===== config.mk =====
export PLATFORM = sky130hd
export DESIGN_NAME = ad_capture_ctrl_flat
export DESIGN_NICKNAME = d
export VERILOG_FILES = /design/src/rtl/ad_capture_ctrl_if.sv /design/src/rtl/ad_capture_ctrl.sv /design/src/flat_wrapper.sv
export SDC_FILE = /design/constraint.sdc
export NUM_CORES = 1
export LEC_CHECK = 0
export ABC_CLOCK_PERIOD_IN_PS = 4300
export BUFFER_PORTS_ARGS = -buffer_cell sky130_fd_sc_hd__buf_2
export CORE_ASPECT_RATIO = 1.25
export CORE_MARGIN = 2
export CORE_UTILIZATION = 25
export DETAILED_ROUTE_END_ITERATION = 8
export PLACE_DENSITY = 0.37
export REMOVE_ABC_BUFFERS = 1
export SLEW_MARGIN = 5
export SYNTH_ARGS = -nofsm -noshare
export SYNTH_HDL_FRONTEND = slang
export SYNTH_SLANG_ARGS = --single-unit

===== constraint.sdc =====
create_clock -name CLK -period 4.3 [get_ports CLK]
set_input_delay 0.86 -clock CLK [delete_from_list [all_inputs] [get_ports CLK]]
set_output_delay 0.86 -clock CLK [all_outputs]
set_load 0.02 [all_outputs]

===== src/rtl/ad_capture_ctrl_if.sv =====
// MCU parallel bus bundle: active-low chip select, write/read strobes, address and write data.
interface ad_capture_ctrl_if;
  logic        CS;
  logic        WR_EN;
  logic        RD_EN;
  logic [15:0] ADDR;
  logic [15:0] WR_DATA;

  modport master (output CS, WR_EN, RD_EN, ADDR, WR_DATA);
  modport slave  (input  CS, WR_EN, RD_EN, ADDR, WR_DATA);
endinterface


===== src/rtl/ad_capture_ctrl.sv =====
// Dual-ADC capture sequencer: paces AD1/AD2 FIFO writes, raises done flags,
// and turns completed MCU data reads into single-cycle FIFO pops.
module ad_capture_ctrl #(
  parameter logic [15:0] ADDR_CTRL = 16'h0003,
  parameter logic [15:0] ADDR_LEN  = 16'h0004,
  parameter logic [15:0] ADDR_DIV  = 16'h0005,
  parameter logic [15:0] ADDR_AD1  = 16'h0006,
  parameter logic [15:0] ADDR_AD2  = 16'h0008,
  parameter int unsigned MAX_LEN   = 1024
) (
  input  logic                CLK,
  input  logic                RST_N,
  ad_capture_ctrl_if.slave    bus,
  input  logic                AD1_FIFO_FULL,
  input  logic                AD2_FIFO_FULL,
  input  logic                AD1_FIFO_EMPTY,
  input  logic                AD2_FIFO_EMPTY,
  output logic                AD1_FIFO_WR_EN,
  output logic                AD2_FIFO_WR_EN,
  output logic                AD1_FIFO_RD_EN,
  output logic                AD2_FIFO_RD_EN,
  output logic                AD1_FLAG,
  output logic                AD2_FLAG,
  output logic                BUSY
);

  localparam int unsigned LEN_W = $clog2(MAX_LEN) + 1;

  typedef enum logic [1:0] {IDLE, CAPTURE, DONE} state_t;

  state_t             state_q, state_d;
  logic               cs_s1_q, cs_s1_d, cs_s2_q, cs_s2_d;
  logic               wr_s1_q, wr_s1_d, wr_s2_q, wr_s2_d, wr_s3_q, wr_s3_d;
  logic               rd_s1_q, rd_s1_d, rd_s2_q, rd_s2_d, rd_s3_q, rd_s3_d;
  logic [15:0]        rd_addr_q, rd_addr_d;
  logic [LEN_W-1:0]   len_q, len_d;
  logic [15:0]        div_q, div_d;
  logic [LEN_W-1:0]   cnt_q, cnt_d;
  logic [15:0]        div_cnt_q, div_cnt_d;
  logic               wr_en_q, wr_en_d;
  logic               rd1_q, rd1_d;
  logic               rd2_q, rd2_d;
  logic               flag_q, flag_d;
  logic               busy_q, busy_d;

  logic               wr_acc;
  logic               rd_rise;
  logic               rd_done;
  logic               start;
  logic               abort;

  // Next-state logic: bus synchronisers, register file, pop pulses and capture FSM.
  always_comb begin
    state_d   = state_q;
    cs_s1_d   = bus.CS;
    cs_s2_d   = cs_s1_q;
    wr_s1_d   = bus.WR_EN;
    wr_s2_d   = wr_s1_q;
    wr_s3_d   = wr_s2_q;
    rd_s1_d   = bus.RD_EN;
    rd_s2_d   = rd_s1_q;
    rd_s3_d   = rd_s2_q;
    rd_addr_d = rd_addr_q;
    len_d     = len_q;
    div_d     = div_q;
    cnt_d     = cnt_q;
    div_cnt_d = div_cnt_q;
    wr_en_d   = 1'b0;
    rd1_d     = 1'b0;
    rd2_d     = 1'b0;
    flag_d    = flag_q;
    busy_d    = busy_q;

    wr_acc  = wr_s2_q & ~wr_s3_q & ~cs_s2_q;
    rd_rise = rd_s2_q & ~rd_s3_q;
    rd_done = ~rd_s2_q & rd_s3_q & ~cs_s2_q;
    start   = wr_acc && (bus.ADDR == ADDR_CTRL) && bus.WR_DATA[0];
    abort   = wr_acc && (bus.ADDR == ADDR_CTRL) && bus.WR_DATA[1];

    if (rd_rise) begin
      rd_addr_d = bus.ADDR;
    end

    // Pop only after the strobe ends so the MCU reads the current head word.
    if (rd_done) begin
      rd1_d = (rd_addr_q == ADDR_AD1) && !AD1_FIFO_EMPTY;
      rd2_d = (rd_addr_q == ADDR_AD2) && !AD2_FIFO_EMPTY;
    end

    if (wr_acc && !busy_q) begin
      if (bus.ADDR == ADDR_LEN) begin
        if (bus.WR_DATA == '0) begin
          len_d = LEN_W'(1);
        end else if (32'(bus.WR_DATA) > MAX_LEN) begin
          len_d = LEN_W'(MAX_LEN);
        end else begin
          len_d = bus.WR_DATA[LEN_W-1:0];
        end
      end
      if (bus.ADDR == ADDR_DIV) begin
        div_d = bus.WR_DATA;
      end
    end

    if (abort) begin
      state_d = IDLE;
      busy_d  = 1'b0;
      flag_d  = 1'b0;
    end else begin
      unique case (state_q)
        IDLE, DONE: begin
          if (start) begin
            state_d   = CAPTURE;
            busy_d    = 1'b1;
            flag_d    = 1'b0;
            cnt_d     = '0;
            div_cnt_d = '0;
          end
        end
        CAPTURE: begin
          // Completion is checked one cycle after the last tick so the flags
          // appear the cycle after the final write pulse.
          if (cnt_q == len_q) begin
            state_d = DONE;
            busy_d  = 1'b0;
            flag_d  = 1'b1;
          end else if (div_cnt_q == div_q) begin
            wr_en_d   = !(AD1_FIFO_FULL || AD2_FIFO_FULL);
            cnt_d     = cnt_q + LEN_W'(1);
            div_cnt_d = '0;
          end else begin
            div_cnt_d = div_cnt_q + 16'd1;
          end
        end
        default: state_d = IDLE;
      endcase
    end
  end

  // State and output registers with asynchronous active-low reset.
  always_ff @(posedge CLK or negedge RST_N) begin
    if (!RST_N) begin
      state_q   <= IDLE;
      cs_s1_q   <= 1'b1;
      cs_s2_q   <= 1'b1;
      wr_s1_q   <= 1'b0;
      wr_s2_q   <= 1'b0;
      wr_s3_q   <= 1'b0;
      rd_s1_q   <= 1'b0;
      rd_s2_q   <= 1'b0;
      rd_s3_q   <= 1'b0;
      rd_addr_q <= '0;
      len_q     <= LEN_W'(MAX_LEN);
      div_q     <= '0;
      cnt_q     <= '0;
      div_cnt_q <= '0;
      wr_en_q   <= 1'b0;
      rd1_q     <= 1'b0;
      rd2_q     <= 1'b0;
      flag_q    <= 1'b0;
      busy_q    <= 1'b0;
    end else begin
      state_q   <= state_d;
      cs_s1_q   <= cs_s1_d;
      cs_s2_q   <= cs_s2_d;
      wr_s1_q   <= wr_s1_d;
      wr_s2_q   <= wr_s2_d;
      wr_s3_q   <= wr_s3_d;
      rd_s1_q   <= rd_s1_d;
      rd_s2_q   <= rd_s2_d;
      rd_s3_q   <= rd_s3_d;
      rd_addr_q <= rd_addr_d;
      len_q     <= len_d;
      div_q     <= div_d;
      cnt_q     <= cnt_d;
      div_cnt_q <= div_cnt_d;
      wr_en_q   <= wr_en_d;
      rd1_q     <= rd1_d;
      rd2_q     <= rd2_d;
      flag_q    <= flag_d;
      busy_q    <= busy_d;
    end
  end

  assign AD1_FIFO_WR_EN = wr_en_q;
  assign AD2_FIFO_WR_EN = wr_en_q;
  assign AD1_FIFO_RD_EN = rd1_q;
  assign AD2_FIFO_RD_EN = rd2_q;
  assign AD1_FLAG       = flag_q;
  assign AD2_FLAG       = flag_q;
  assign BUSY           = busy_q;

endmodule


===== src/flat_wrapper.sv =====
// flat-port wrapper written by rule: the top's interface ports become plain ports
module ad_capture_ctrl_flat 
#(
  parameter logic [15:0] ADDR_CTRL = 16'h0003,
  parameter logic [15:0] ADDR_LEN  = 16'h0004,
  parameter logic [15:0] ADDR_DIV  = 16'h0005,
  parameter logic [15:0] ADDR_AD1  = 16'h0006,
  parameter logic [15:0] ADDR_AD2  = 16'h0008,
  parameter int unsigned MAX_LEN   = 1024
)
  (CLK, RST_N, AD1_FIFO_FULL, AD2_FIFO_FULL, AD1_FIFO_EMPTY, AD2_FIFO_EMPTY, AD1_FIFO_WR_EN, AD2_FIFO_WR_EN, AD1_FIFO_RD_EN, AD2_FIFO_RD_EN, AD1_FLAG, AD2_FLAG, BUSY, bus_CS, bus_WR_EN, bus_RD_EN, bus_ADDR, bus_WR_DATA);
  ad_capture_ctrl_if bus_i ();
  input  logic CLK;
  input  logic RST_N;
  input  logic AD1_FIFO_FULL;
  input  logic AD2_FIFO_FULL;
  input  logic AD1_FIFO_EMPTY;
  input  logic AD2_FIFO_EMPTY;
  output logic AD1_FIFO_WR_EN;
  output logic AD2_FIFO_WR_EN;
  output logic AD1_FIFO_RD_EN;
  output logic AD2_FIFO_RD_EN;
  output logic AD1_FLAG;
  output logic AD2_FLAG;
  output logic BUSY;
  input wire logic [$bits(bus_i.CS)-1:0] bus_CS;
  input wire logic [$bits(bus_i.WR_EN)-1:0] bus_WR_EN;
  input wire logic [$bits(bus_i.RD_EN)-1:0] bus_RD_EN;
  input wire logic [$bits(bus_i.ADDR)-1:0] bus_ADDR;
  input wire logic [$bits(bus_i.WR_DATA)-1:0] bus_WR_DATA;
  assign bus_i.CS = bus_CS;
  assign bus_i.WR_EN = bus_WR_EN;
  assign bus_i.RD_EN = bus_RD_EN;
  assign bus_i.ADDR = bus_ADDR;
  assign bus_i.WR_DATA = bus_WR_DATA;
  ad_capture_ctrl #(.ADDR_CTRL(ADDR_CTRL), .ADDR_LEN(ADDR_LEN), .ADDR_DIV(ADDR_DIV), .ADDR_AD1(ADDR_AD1), .ADDR_AD2(ADDR_AD2), .MAX_LEN(MAX_LEN)) u_core (.CLK(CLK), .RST_N(RST_N), .bus(bus_i), .AD1_FIFO_FULL(AD1_FIFO_FULL), .AD2_FIFO_FULL(AD2_FIFO_FULL), .AD1_FIFO_EMPTY(AD1_FIFO_EMPTY), .AD2_FIFO_EMPTY(AD2_FIFO_EMPTY), .AD1_FIFO_WR_EN(AD1_FIFO_WR_EN), .AD2_FIFO_WR_EN(AD2_FIFO_WR_EN), .AD1_FIFO_RD_EN(AD1_FIFO_RD_EN), .AD2_FIFO_RD_EN(AD2_FIFO_RD_EN), .AD1_FLAG(AD1_FLAG), .AD2_FLAG(AD2_FLAG), .BUSY(BUSY));
endmodule

# Word level (Yosys, flattened, before mapping)

Cells that the tools add are included.

Mux-type cells: 28
Add/sub/neg operators: 2
Order comparisons: 1
Bitwise operators: 10
Reductions and logical operators: 22
Eq/ne operators: 14

Operators by type and width:

| kind                  | count |
|---|---|
| $mux 11               | 5 |
| $eq 16x3->1 const B   | 3 |
| $mux 16               | 3 |
| $pmux 16 s2           | 1 |
| $pmux 11 s2           | 1 |
| $add 16x1->16 const B | 1 |
| $eq 16x16->1          | 1 |
| $eq 16x2->1 const B   | 1 |
| $eq 16x4->1 const B   | 1 |
| $gt 16x11->1 const B  | 1 |
| $logic_not 16->1      | 1 |
| $mux 1                | 12 |
| $add 11x1->11 const B | 1 |
| $eq 11x11->1          | 1 |
| $logic_and 1x1->1     | 6 |
| $mux 2                | 3 |
| $ne 3x1->1 const B    | 2 |
| $reduce_and 2->1      | 3 |
| $and 1x1->1           | 5 |
| $not 1->1             | 5 |
| $reduce_and 5->1      | 1 |
| $logic_not 1->1       | 4 |
| $ne 2x1->1 const B    | 2 |
| $pmux 1 s2            | 2 |
| other kinds (11)      | 11 |

Input port bits: 41
Register bits after elaboration: 85
Output and inout port bits: 7
Logic and storage cells: 96

# Logic depth before layout (Yosys ltp)

Depth after elaboration: 8
Gate-level depth with buffers: 9
Gate-level depth less buffers: 7

# Worst setup path before layout

Ideal clock, no wire load.

Path kind: input to register
From: in bus_ADDR[3]
To: reg u_core.cnt_q[5]
Slack: 1.891 ns
Setup time: 0.129 ns
Stages: 8
Buffers on the path: 2
Data required time: 4.171 ns
Arrival: 2.280 ns
Cell sequence: nor4_2 > and4_1 > nand3_1 > a21o_1 > buf_2 > buf_6 > o21ai_1 > o41ai_2

Cells in the longest elaborated chain, start to end: 5
Elaborated cells between the ends (all ways): 7
Those cells by class: eq/ne (2); bitwise (1); reduce/logical (4)

RTL lines:

| element                                           | RTL line                                     | source |
|---|---|---|
| start, declared                                   | flat_wrapper.sv:29                           | `input wire logic [$bits(bus_i.ADDR)-1:0] bus_ADDR;` |
| $eq 16x2->1 (*)                                   | ad_capture_ctrl.sv:77, ad_capture_ctrl.sv:78 |  |
| $logic_and 1x1->1 (*)                             | ad_capture_ctrl.sv:77, ad_capture_ctrl.sv:78 |  |
| $logic_and 1x1->1, on equally long branches       | ad_capture_ctrl.sv:77, ad_capture_ctrl.sv:78 |  |
| $ne 2x1->1 (no line) or $not 1->1 (tied branches) | -                                            |  |
| $reduce_and 5->1 (no line) (*)                    | -                                            |  |
| end signal, assigned                              | ad_capture_ctrl.sv:175                       | `cnt_q <= cnt_d;` |
| end, declared                                     | ad_capture_ctrl.sv:38                        | `logic [LEN_W-1:0] cnt_q, cnt_d;` |

Every way passes the cells marked *; elsewhere a longest branch is shown, timed or not.
A chain may end at the register's enable or synchronous reset.

# Worst setup path after layout

From: in bus_ADDR[6]
To: reg u_core.cnt_q[5]

The elaborated chain is that of the path after synthesis.

==> summary.txt <==
Area growth syn-to-layout -> 18.0%
Final worst setup slack -> 1450 ps
Flop2flop setup slack -> 1670 ps
1st-iter DRT viols -> 90
Endpoints failing setup -> 0
Slew Viols, Final -> 0
DRT Pass-1 Iters -> 5
Worst hold start -> u_core.rd_s1_q$_DFF_PN0_
CTS sink count -> 85
Async SR Flop Fraction -> 100%
Measured slew at the worst slew-check pin -> 826 ps
Full die area -> 0.0175 sq mm
Library cells used by synthesis -> 46
Kind of critical path -> in2reg
Layout cells sized above 1 -> 22.3%
CP startpoint kind -> input pin
Initial core utilization -> 25.5%
Antenna Nets Post-Route -> 0
CP max FO -> 20
Wire length of the first global-routing pass -> 18100 um
Area of the multi-input gates -> 0.00181 sq mm
FF+latch count, synth -> 85
Initial antenna violation count -> 0
DPL Wire Length -> 8170 um
GRT Total Usage -> 13.2%
H-tree lvl count -> 3
IO Port Bufs -> 47
Vias in the first global route -> 3120
Non-filler instance count after layout -> 665
Final design utilization -> 30.1%
Hold/Removal Path Class -> reg2reg
Seq/Total Area, Yosys -> 51.8%
DRC violations left -> 0
Register area -> 0.00213 sq mm
Setup repair bufs after CTS -> 0
Via count -> 3075
Worst Hold Path EP -> u_core.rd_s2_q$_DFF_PN0_
Final Cycle Share -> 66.2%
Mean Syn Cell Area -> 10.3 sq um
Largest cells by area after synthesis -> dfrtp_1, mux2_2, xnor2_1
Final Critical Period -> 2850 ps
Final wirelength -> 11000 um
Die H -> 147 um
Peak supply drop -> 0.000157 V
Fill cell count -> 1736
Vias per cell -> 4.62
Status -> complete, no violations
CTS Buf Count -> 9
GRT Residual Overflow -> 0
Post_cts resized -> 0
Worst Reg2Reg Path Length in Cells -> 7
Placed Instances -> 649
Buffer depth of the longest clock path -> 2
Critical Path RT -> 4510 ps
Cell Rows -> 52
Synth Flop Type -> dfrtp_1
Die width -> 119 um
Final TNS setup -> 0 ps
Power per cell area -> 352 mW/mm^2
Number of flops mapped to enable cells by yosys -> 0
Slowest cell on crit path -> a21o_1
Hold path depth -> 0
Dpl ws -> 1100 ps
Drt wl/cell -> 16.5 um
Post-synth top cells -> dfrtp_1, nand2_1, o21ai_0, xnor2_1, o21ai_1
RD Place Congestion -> 0.804
Mapped Area -> 0.00412 sq mm
CTS Root Cell -> clkbuf_16
Area of the core -> 0.0161 sq mm
Ys Warns -> 0
Slowest stage delay, CP -> 530 ps
Fin. Hold Viols -> 0
Clock transition at path regs -> 60 ps
Final clock skew -> 4.02 ps
TritonCTS clock tree -> built
IO Pins -> 48
Worst hold slack -> 347 ps
Diodes inserted -> 0
Synth top area share -> 49.8%
Pin count of the biggest net entering global routing -> 60
# hold bufs at CTS -> 0
RSZ-0062 raised after global routing -> no
Reg2reg start -> u_core.wr_s3_q$_DFF_PN0_
Top cell type by total area after synthesis -> dfrtp_1
Critical path, cell by cell -> buf_2, nor4_2, and4_1, and3_1, a21o_1, clkinv_2, nand3_2, o41ai_2
Relative slew slack -> 44.8%
Crit path capture type -> flop
Max_cap viols -> 0
Top-count cell post-synth -> dfrtp_1
Worst-Skew Late Latency -> 330 ps
Nets -> 487
Max Fclk -> 351 MHz
Cells after Synth -> 398
LEAKAGE -> 2.08 nW
Worst reg2reg path endpoint -> u_core.cnt_q[5]$_DFFE_PN0P_
Crit path DAT -> 3060 ps
==> sequential cells by signal (all words and copies together) (netlist names), 2 cells and up <==
signal,count
u_core.div_q,16
u_core.div_cnt_q,16
u_core.state_q,2
u_core.rd_addr_q,16
u_core.cnt_q,11
u_core.len_q,11
==> cells by family (layout without fill, tap and decap cells) <==
kind of cell / Yosys count / after routing / synth area share (%)
AO/OA/AOI/OAI: 82 / 82 / 11.6
XOR/XNOR: 28 / 28 / 6.14
adder cells (fa/ha/maj): 2 / 2 / 0.608
buffers and inverters: 37 / 88 / 4.22
flip-flops: 85 / 85 / 51.8
multiplexers: 24 / 24 / 6.57
AND/OR/NAND/NOR: 140 / 140 / 19.1
==> report_power, final <==
part           switching [mW]  internal, mW  leakage, nW  total (mW)
combinational          0.0456        0.0379        0.861      0.0835
sequential             0.0149         0.827         1.08       0.841
clock                   0.322         0.465        0.143       0.787
total                   0.383          1.33         2.08        1.71
==> metrics by stage <==
step                power (mW)  instance area [sq um]
CTS                       1.74                   4860
global placement         0.944                   4560
finish                    1.71                   4860
detailed placement       0.944                   4560
floorplan                0.885                   4020
global route              1.79                   4860
==> final cells by class <==
class | count | area share (%)
Sequential cell | 85 | 43.9
Clock buffer | 12 | 5.07
Timing Repair Buffer | 52 | 5.67
Clock inverter | 4 | 0.979
Multi-Input combinational cell | 276 | 37.3
Tap cell | 216 | 5.56
Inverter | 20 | 1.57
==> per-layer routing <==
metal	wire length [um]	up-vias	track usage (%)
met5	0	-	0
met4	76	0	4.11
met3	454	5	2.47
met2	5150	65	20.5
met1	5270	1480	18.5
li1	-	1525	-
==> critical path, delay by kind of cell <==
| kind | cells | cell delay (ps) |
|---|---|---|
| AND/OR/NAND/NOR | 4 | 1110 |
| buffers and inverters | 2 | 450 |
| AO/OA/AOI/OAI | 2 | 630 |
==> worst max-delay path by stage <==
stage,depth (start not counted),end,from
2_1_floorplan,7,u_core.cnt_q[5]$_DFFE_PN0P_,bus_ADDR[3]
3_3_place_gp,8,u_core.cnt_q[5]$_DFFE_PN0P_,bus_ADDR[4]
3_5_place_dp,8,u_core.cnt_q[5]$_DFFE_PN0P_,bus_ADDR[4]
4_1_cts,8,u_core.cnt_q[5]$_DFFE_PN0P_,bus_ADDR[4]
5_1_grt,8,u_core.cnt_q[5]$_DFFE_PN0P_,bus_ADDR[3]
6_report,8,u_core.cnt_q[5]$_DFFE_PN0P_,bus_ADDR[6]
==> layout by cell type, fill, tap and decap left out, types with 3 or more instances in the layout <==
master      n
or4_1       6
nand2b_1    6
nand3_1    20
a22o_1      3
buf_4       6
clkinv_2    3
dfstp_2     3
o31ai_1     6
a21oi_1     9
and4_1      5
nand4_1    15
nor4_1      7
a21o_1      4
inv_1      19
o21ai_0    27
nor2_1     14
dfrtp_1    82
nor4_2      3
o21ai_1    25
mux2_2     22
nor3_1      8
nand2_1    38
and3_1      8
clkbuf_16   9
xnor2_1    27
buf_2      46
(Power assumes the default switching activity.)
